$ cat src/rtl/hamming_frame_decoder.sv
// rtl/hamming_frame_decoder.sv - serial multi-chunk Hamming SEC / SEC-DED frame decoder
// One chunk is decoded per cycle; results are held until the consumer takes the frame.
module hamming_frame_decoder #(
   parameter int DATA_W  = 16,
   parameter int N_CHUNK = 4,
   parameter int SECDED  = 1,
   parameter int CNT_W   = 16,
   // smallest r with 2^r >= DATA_W + r + 1
   localparam int R = (DATA_W <= 1)  ? 2 :
                      (DATA_W <= 4)  ? 3 :
                      (DATA_W <= 11) ? 4 :
                      (DATA_W <= 26) ? 5 :
                      (DATA_W <= 57) ? 6 :
                      (DATA_W <= 120) ? 7 : 8,
   localparam int CW_W = DATA_W + R + SECDED
) (
   input  logic                        clk,
   input  logic                        rst_n,
   input  logic                        in_valid,
   output logic                        in_ready,
   input  logic [N_CHUNK*CW_W-1:0]     in_frame,
   output logic                        out_valid,
   input  logic                        out_ready,
   output logic [N_CHUNK*DATA_W-1:0]   out_data,
   output logic [N_CHUNK-1:0]          out_corr,
   output logic [N_CHUNK-1:0]          out_uncorr,
   output logic [CNT_W-1:0]            corr_cnt,
   output logic [CNT_W-1:0]            uncorr_cnt,
   input  logic                        cnt_clr
);

   localparam int HPOS  = DATA_W + R;
   localparam int IDX_W = (N_CHUNK > 1) ? $clog2(N_CHUNK) : 1;

   typedef enum logic [1:0] {IDLE, DECODE, HOLD} state_t;

   state_t                     state;
   logic [IDX_W-1:0]           idx;
   logic [N_CHUNK*CW_W-1:0]    frame_q;

   logic [CW_W-1:0]            cw;
   logic [CW_W-1:0]            fixed;
   logic [R-1:0]               syn;
   logic                       par;
   logic                       do_flip;
   logic                       dec_corr;
   logic                       dec_uncorr;
   logic [DATA_W-1:0]          dec_data;

   assign in_ready = (state == IDLE);

   always_comb begin
      int k;
      cw         = frame_q[int'(idx)*CW_W +: CW_W];
      syn        = '0;
      par        = ^cw;
      do_flip    = 1'b0;
      dec_corr   = 1'b0;
      dec_uncorr = 1'b0;
      dec_data   = '0;
      for (int p = 1; p <= HPOS; p++) begin
         if (cw[p-1]) syn = syn ^ R'(p);
      end
      if (SECDED != 0) begin
         if (syn == '0) begin
            // only the overall parity bit itself can be wrong here
            dec_corr = par;
         end else if (par) begin
            if (int'(syn) > HPOS) dec_uncorr = 1'b1;
            else begin
               do_flip  = 1'b1;
               dec_corr = 1'b1;
            end
         end else begin
            dec_uncorr = 1'b1;
         end
      end else if (syn != '0) begin
         if (int'(syn) > HPOS) dec_uncorr = 1'b1;
         else begin
            do_flip  = 1'b1;
            dec_corr = 1'b1;
         end
      end
      fixed = cw;
      for (int p = 1; p <= HPOS; p++) begin
         if (do_flip && (R'(p) == syn)) fixed[p-1] = ~fixed[p-1];
      end
      k = 0;
      for (int p = 1; p <= HPOS; p++) begin
         if ((p & (p - 1)) != 0) begin
            dec_data[k] = fixed[p-1];
            k = k + 1;
         end
      end
   end

   always_ff @(posedge clk or negedge rst_n) begin
      if (!rst_n) begin
         state      <= IDLE;
         idx        <= '0;
         frame_q    <= '0;
         out_valid  <= 1'b0;
         out_data   <= '0;
         out_corr   <= '0;
         out_uncorr <= '0;
      end else begin
         case (state)
            IDLE: begin
               if (in_valid) begin
                  frame_q    <= in_frame;
                  out_corr   <= '0;
                  out_uncorr <= '0;
                  idx        <= '0;
                  state      <= DECODE;
               end
            end
            DECODE: begin
               out_data[int'(idx)*DATA_W +: DATA_W] <= dec_data;
               out_corr[idx]   <= dec_corr;
               out_uncorr[idx] <= dec_uncorr;
               if (idx == IDX_W'(N_CHUNK - 1)) begin
                  idx       <= '0;
                  out_valid <= 1'b1;
                  state     <= HOLD;
               end else begin
                  idx <= idx + IDX_W'(1);
               end
            end
            HOLD: begin
               if (out_ready) begin
                  out_valid <= 1'b0;
                  state     <= IDLE;
               end
            end
            default: state <= IDLE;
         endcase
      end
   end

   always_ff @(posedge clk or negedge rst_n) begin
      if (!rst_n) begin
         corr_cnt   <= '0;
         uncorr_cnt <= '0;
      end else if (cnt_clr) begin
         corr_cnt   <= '0;
         uncorr_cnt <= '0;
      end else if (state == DECODE) begin
         if (dec_corr && (corr_cnt != {CNT_W{1'b1}}))
            corr_cnt <= corr_cnt + CNT_W'(1);
         if (dec_uncorr && (uncorr_cnt != {CNT_W{1'b1}}))
            uncorr_cnt <= uncorr_cnt + CNT_W'(1);
      end
   end

endmodule

$ cat config.mk
export PLATFORM = sky130hd
export DESIGN_NAME = hamming_frame_decoder
export DESIGN_NICKNAME = d
export VERILOG_FILES = /design/src/rtl/hamming_frame_decoder.sv
export SDC_FILE = /design/constraint.sdc
export NUM_CORES = 1
export LEC_CHECK = 0
export ABC_AREA = 1
export CORE_MARGIN = 4
export CORE_UTILIZATION = 45
export CTS_CLUSTER_DIAMETER = 80
export DETAILED_ROUTE_END_ITERATION = 16
export PLACE_DENSITY_LB_ADDON = 0.3
export RECOVER_POWER = 100
export REMOVE_ABC_BUFFERS = 1
export SYNTH_ARGS = -nofsm -noshare
export SYNTH_HDL_FRONTEND = slang
export SYNTH_SLANG_ARGS = --single-unit
$ cat constraint.sdc
create_clock -name clk -period 3.3 [get_ports clk]
set_input_delay 0.99 -clock clk [delete_from_list [all_inputs] [get_ports clk]]
set_output_delay 0.99 -clock clk [all_outputs]
set_load 0.05 [all_outputs]
### Yosys cells after proc, flatten, opt, wreduce, memory -nomap -nowiden

Cells that the tools add are included.

| word-level totals | value |
|---|---|
| flip-flop bits (word level) | 197 |
| output and inout bits | 106 |
| input port bits | 93 |

| operators by class | value |
|---|---|
| shifts and indexed selects | 3 |
| multiply operators | 1 |
| eq/ne operators | 24 |
| bitwise logic cells | 36 |
| reductions and logical operators | 33 |
| add/sub/neg operators | 4 |
| magnitude comparators | 3 |
| mux-type cells | 68 |

Operator list:

| cell | count |
|---|---|
| $mux W16 | 6 |
| $shiftx A88 B8 Y22 | 1 |
| $bwmux W64 | 1 |
| $shift A16 B33 Y64 const A | 1 |
| $shiftx A16 B33 Y64 | 1 |
| $mux W4 | 9 |
| $eq A4 B5 Y1 const A | 7 |
| $neg A6 Y33 | 1 |
| $add A16 B1 Y16 const B | 2 |
| $ne A16 B16 Y1 const B | 2 |
| $mux W5 | 6 |
| $mux W1 | 27 |
| $eq A5 B5 Y1 const A | 5 |
| $reduce_xor A22 Y1 | 1 |
| $logic_and A1 B1 Y1 | 19 |
| $not A2 Y2 | 9 |
| $not A3 Y3 | 6 |
| $not A1 Y1 | 16 |
| $pmux W4 S2 | 2 |
| $eq A3 B5 Y1 const A | 3 |
| $mux W2 | 7 |
| $mux W3 | 4 |
| $reduce_bool A2 Y1 | 5 |
| $bwmux W4 | 2 |
| 19 further kinds | 29 |

### Logic depth before layout (Yosys ltp)

| logic depth | value |
|---|---|
| depth in word-level cells | 47 |
| depth in mapped cells | 27 |
| mapped depth without buffers | 24 |

### Worst setup path before layout

No wires, ideal clock.

| path | value |
|---|---|
| path kind | reg2reg |
| from | register idx[0] |
| to | register uncorr_cnt[13] |
| path buffers | 3 |
| setup time | 0.142 ns |
| cell stages (with the launch flop) | 24 |
| slack | 0.738 ns |
| arrival time | 2.420 ns |
| clock period less this slack | 2.562 ns |
| data required time | 3.158 ns |
| cell sequence | dfrtp_1 > buf_4 > inv_4 > buf_6 > buf_6 > nand2_1 > nand3_2 > nand2_4 > xnor2_1 > inv_1 > nand2_1 > nand2_1 > nand2_1 > nand2_1 > nand2_1 > inv_1 > nand2_1 > nand2_2 > nor2_4 > inv_2 > nand2_2 > inv_2 > nand2_1 > o31ai_2 |

| between the ends | value |
|---|---|
| word-level cells in the longest chain between the ends | 40 |
| elaborated cells on any way between the ends | 48 |

Ends and longest elaborated chain:

| element | RTL line | RTL |
|---|---|---|
| from (decl) | 38 | `logic [IDX_W-1:0] idx;` |
| from (signal assigned) | 126 | `idx <= idx + IDX_W'(1);` |
| $mul A2 B4 Y6 (*) | 54 | `cw = frame_q[int'(idx)*CW_W +: CW_W];` |
| $shiftx A88 B8 Y22 (*) | 54 |  |
| $mux W1 | 62 | `if (cw[p-1]) syn = syn ^ R'(p);` |
| $mux W2 | 62 |  |
| $not A2 Y2 (no source line) | - |  |
| $mux W2 | 62 |  |
| $mux W3 | 62 |  |
| $not A2 Y2 (no source line) | - |  |
| [... 24 more ...] | - |  |
| $mux W5 | 62 |  |
| $gt A5 B5 Y1 | - |  |
| $mux W1 | 69 | `if (int'(syn) > HPOS) dec_uncorr = 1'b1;` |
| $mux W1 | 68 | `end else if (par) begin` |
| $mux W1 (*) | 65 | `if (syn == '0) begin` |
| $logic_and A1 B1 Y1 (*) | 150 | `if (dec_uncorr && (uncorr_cnt != {CNT_W{1'b1}}))` |
| $reduce_bool A2 Y1 (no source line) (*) | - |  |
| $reduce_and A2 Y1 (no source line) (*) | - |  |
| to (signal assigned) | 151 | `uncorr_cnt <= uncorr_cnt + CNT_W'(1);` |
| to (decl) | 28 | `output logic [CNT_W-1:0] uncorr_cnt,` |

Every way passes the cells marked *; elsewhere a longest branch is shown, timed or not.
A chain may end at the register's enable or synchronous reset.

### Worst setup path after layout

| path | value |
|---|---|
| from | register idx[0] |
| to | register out_data[49] |

| between the ends | value |
|---|---|
| word-level cells in the longest chain between the ends | 41 |
| elaborated cells on any way between the ends | 113 |

Ends and longest elaborated chain:

| element | RTL line | RTL |
|---|---|---|
| $mul A2 B4 Y6 | 54 |  |
| $shiftx A88 B8 Y22 | 54 |  |
| $mux W1 | 62 |  |
| $mux W2 | 62 |  |
| $not A2 Y2 (no source line) | - |  |
| $mux W2 | 62 |  |
| $mux W3 | 62 |  |
| $not A2 Y2 (no source line) | - |  |
| [... 25 more ...] | - |  |
| $gt A5 B5 Y1 | - |  |
| $mux W1 | 69 |  |
| $mux W1 | 68 |  |
| $mux W1 | 65 |  |
| $logic_and A1 B1 Y1 | 86 | `if (do_flip && (R'(p) == syn)) fixed[p-1] = ~fixed[p-1];` |
| $mux W1 | 86 |  |
| $shiftx A16 B33 Y64 | 118 | `out_data[int'(idx)*DATA_W +: DATA_W] <= dec_data;` |
| $bwmux W64 (*) | 118 |  |
| to (signal, indexed assignment) | 118 |  |
| to (decl) | 24 | `output logic [N_CHUNK*DATA_W-1:0] out_data,` |

Marks and branches as above.

==> results.json <==
{
  "antenna_found_initial": 0,
  "synth-seq-cells": 197,
  "path_class": "reg2reg",
  "vias": 10339,
  "multi_input_area_mm2": 0.005395,
  "first_global_vias": 9942,
  "layout-drive-gt1-share_pct": 8.820,
  "yosysTopAreaCell": "dfrtp_1",
  "stdcell_area_mm2": 0.01394,
  "finalSetupViolCount": 0,
  "worstMarginPinSlew_ns": 2.239,
  "crit_path_frequent_cell": "nand2_1",
  "synth_edf_count": 0,
  "slew_headroom_pct": -49.25,
  "dieArea_mm2": 0.02650,
  "crit_slowest_cell": "dfrtp_4",
  "postPlaceCellArea_mm2": 0.01317,
  "antenna-diode-count": 0,
  "fin_crit_sh_pct": 93.12,
  "place_inst": 1989,
  "cts_htree_levels": 4,
  "die_height_um": 162.8,
  "synth_ff_type": "dfrtp_1",
  "yosysWarnings": 0,
  "fin_skew_ns": 0.01698,
  "netlist_top_cells_count": "nand2_1 (838), dfrtp_1 (197), nand3_1 (118), inv_1 (60), nand4_1 (38)",
  "register_area_mm2": 0.004933,
  "drc_errors": 0,
  "syn_inst": 1506,
  "outcome": "finished with violations",
  "hold_class": "reg2reg",
  "critPathBufInv": 6,
  "overflow": 0,
  "cp_max_fo": 10,
  "ys_async_sr_fraction_pct": 100.0,
  "wire_per_inst_um": 15.17,
  "critical_path_arrival_ns": 3.45,
  "tritoncts": "built",
  "period_minus_slack_ns": 3.073,
  "maxCapViolCount": 1,
  "crit_family": "simple AND/OR/NAND/NOR gates",
  "syn-cell-area_mm2": 0.01078,
  "ys_top_cells_by_area": "dfrtp_1 (46%), nand2_1 (29%), nand3_1 (5.5%), nand4_1 (2.2%), inv_1 (2.1%)",
  "yosysMostFrequentCell": "nand2_1",
  "max_stage_delay_ns": 0.57,
  "postRouteAntennaNets": 0,
  "die_w_um": 162.8,
  "end_kind": "flip-flop",
  "syn_avg_cell_area_um2": 7.160,
  "grt_usage_pct": 23.36,
  "dr.pass1.iters": 5,
  "finalMaxSlewViolations": 79,
  "rows": 56,
  "critical_path_required_ns": 3.68,
  "clk_latency_ns": 0.44,
  "grt_max_degree": 92,
  "hold_viol_final": 0,
  "via_per_inst": 5.091,
  "cts_root_buf": "clkbuf_16",
  "start_util_pct": 45.80,
  "grt_pass1_wl_um": 50440,
  "gp_congestion": 0.9347,
  "clock_sinks": 197,
  "yosysTopAreaCellShare_pct": 45.72,
  "ctsHoldBuffers": 0,
  "dp_hpwl_um": 22580,
  "io_pins": 199,
  "instances_no_fill": 2031,
  "synth_cell_types": 36,
  "nets": 1800,
  "cts_buffer_depth": 2,
  "fillers": 2179,
  "start_kind": "flip-flop",
  "numCtsBuffers": 17,
  "wl_um": 30820,
  "syn2layout_area_growth_pct": 29.25,
  "placement.io_buffers": 198,
  "violations": "capacitance limit, slew limit",
  "core_mm2": 0.02354,
  "ys_seq_area_share_pct": 45.72,
  "max_freq_ghz": 0.3254,
  "fin_util_pct": 59.20,
  "path_clk_slew_ns": 0.08,
  "drt-initial-drc-count": 719
}
## sequential cells by signal, indices dropped and copies added, names as in the netlist
signal	count
out_corr	4
uncorr_cnt	16
corr_cnt	16
out_valid	1
frame_q	88
state	2
out_data	64
out_uncorr	4
idx	2
## worst paths after layout
check	startpoint	endpoint	slack, ns	cells past startpoint
min in group asynchronous	rst_n	corr_cnt[3]$_DFFE_PN0P_	1.15	1
hold / removal	out_data[9]$_DFFE_PN0P_	out_data[9]$_DFFE_PN0P_	0.48	2
setup / recovery	idx[0]$_DFFE_PN0P_	out_data[49]$_DFFE_PN0P_	0.23	25
setup reg to reg	idx[0]$_DFFE_PN0P_	out_data[49]$_DFFE_PN0P_	0.23	25
hold reg to reg	out_data[9]$_DFFE_PN0P_	out_data[9]$_DFFE_PN0P_	0.48	2
max in group asynchronous	rst_n	idx[0]$_DFFE_PN0P_	0.52	1
## layer usage
| metal | part of all wire, % | GRT usage, % |
|---|---|---|
| met3 | 6.0 | 3.392 |
| met1 | 45 | 32.64 |
| met2 | 48 | 38.43 |
| met5 | 0 | 0 |
| met4 | 1.5 | 6.100 |
## what timing repair did
action / in CTS / in global routing
hold endpoints to repair: 0 / 0
gates resized for setup: 0 / 47
setup buffers: 0 / 8
endpoints found under the setup margin: 0 / 73
## per-stage QoR
| stage | setup slack [ns] | hold slack, ns | TNS, ns |
|---|---|---|---|
| floorplan | -1.564 | 0.4487 | -192.64 |
| global placement | 0.2476 | 0.4645 | 0 |
| detailed placement | 0.1185 | 0.4649 | 0 |
| CTS | 0.09670 | 0.4860 | 0 |
| global route | -0.005419 | 0.5103 | -0.005419 |
| finish | 0.2272 | 0.4777 | 0 |
## worst reg2reg max path, cell delays in order, from the launching register on
cell and delay, ns:
dfrtp_4 0.57, buf_4 0.18, inv_6 0.07, nand2_1 0.06
nand2_1 0.06, nand2_1 0.06, nand2_2 0.13, nand2_1 0.08
nand2_2 0.10, nand2_1 0.06, nand2_1 0.14, inv_2 0.05
nand2_1 0.06, nand2_1 0.06, nand2_1 0.07, nand3_1 0.10
nand2_2 0.12, nand2_2 0.08, buf_6 0.17, nor2_8 0.16
buf_4 0.14, buf_4 0.10, nand3_2 0.05, nand2_2 0.15
nand4_1 0.10, nand2_1 0.09
## cell usage in the layout, fill, tap and decap left out, drive strengths merged, types with 6 or more instances in the layout
| cell type | instances |
|---|---|
| a21oi | 6 |
| xnor2 | 11 |
| clkdlybuf4s50 | 91 |
| inv | 78 |
| o21ai | 30 |
| nor2 | 42 |
| nand3 | 129 |
| nand4 | 38 |
| o31ai | 19 |
| clkbuf | 22 |
| xor2 | 22 |
| dlygate4sd3 | 106 |
| nand2 | 854 |
| ha | 8 |
| nor3 | 11 |
| clkinv | 7 |
| dfrtp | 197 |
| buf | 33 |
## layout make-up
class                           count  share of cell area (%)
Clock buffer                       17                   3.052
Sequential cell                   197                   35.40
Clock inverter                     15                   1.104
Timing Repair Buffer              235                   16.77
Multi-Input combinational cell   1178                   38.71
Tap cell                          319                   2.864
Timing Repair inverter              2                  0.1257
Inverter                           68                   1.975
## kinds of logic (layout without fill, tap and decap cells)
logic type | after synthesis | after routing | synth area share, %
buffers and inverters | 131 | 337 | 5.233
and+or+nand+nor | 1079 | 1079 | 41.75
AOI/OAI and AO/OA | 58 | 58 | 3.690
adders and majority gates | 8 | 8 | 0.9283
xor gates and xnor gates | 33 | 33 | 2.680
DFF | 197 | 197 | 45.72
Power is not shown: default switching activity piles up to over one toggle a cycle in this logic, so the estimate is an artifact.
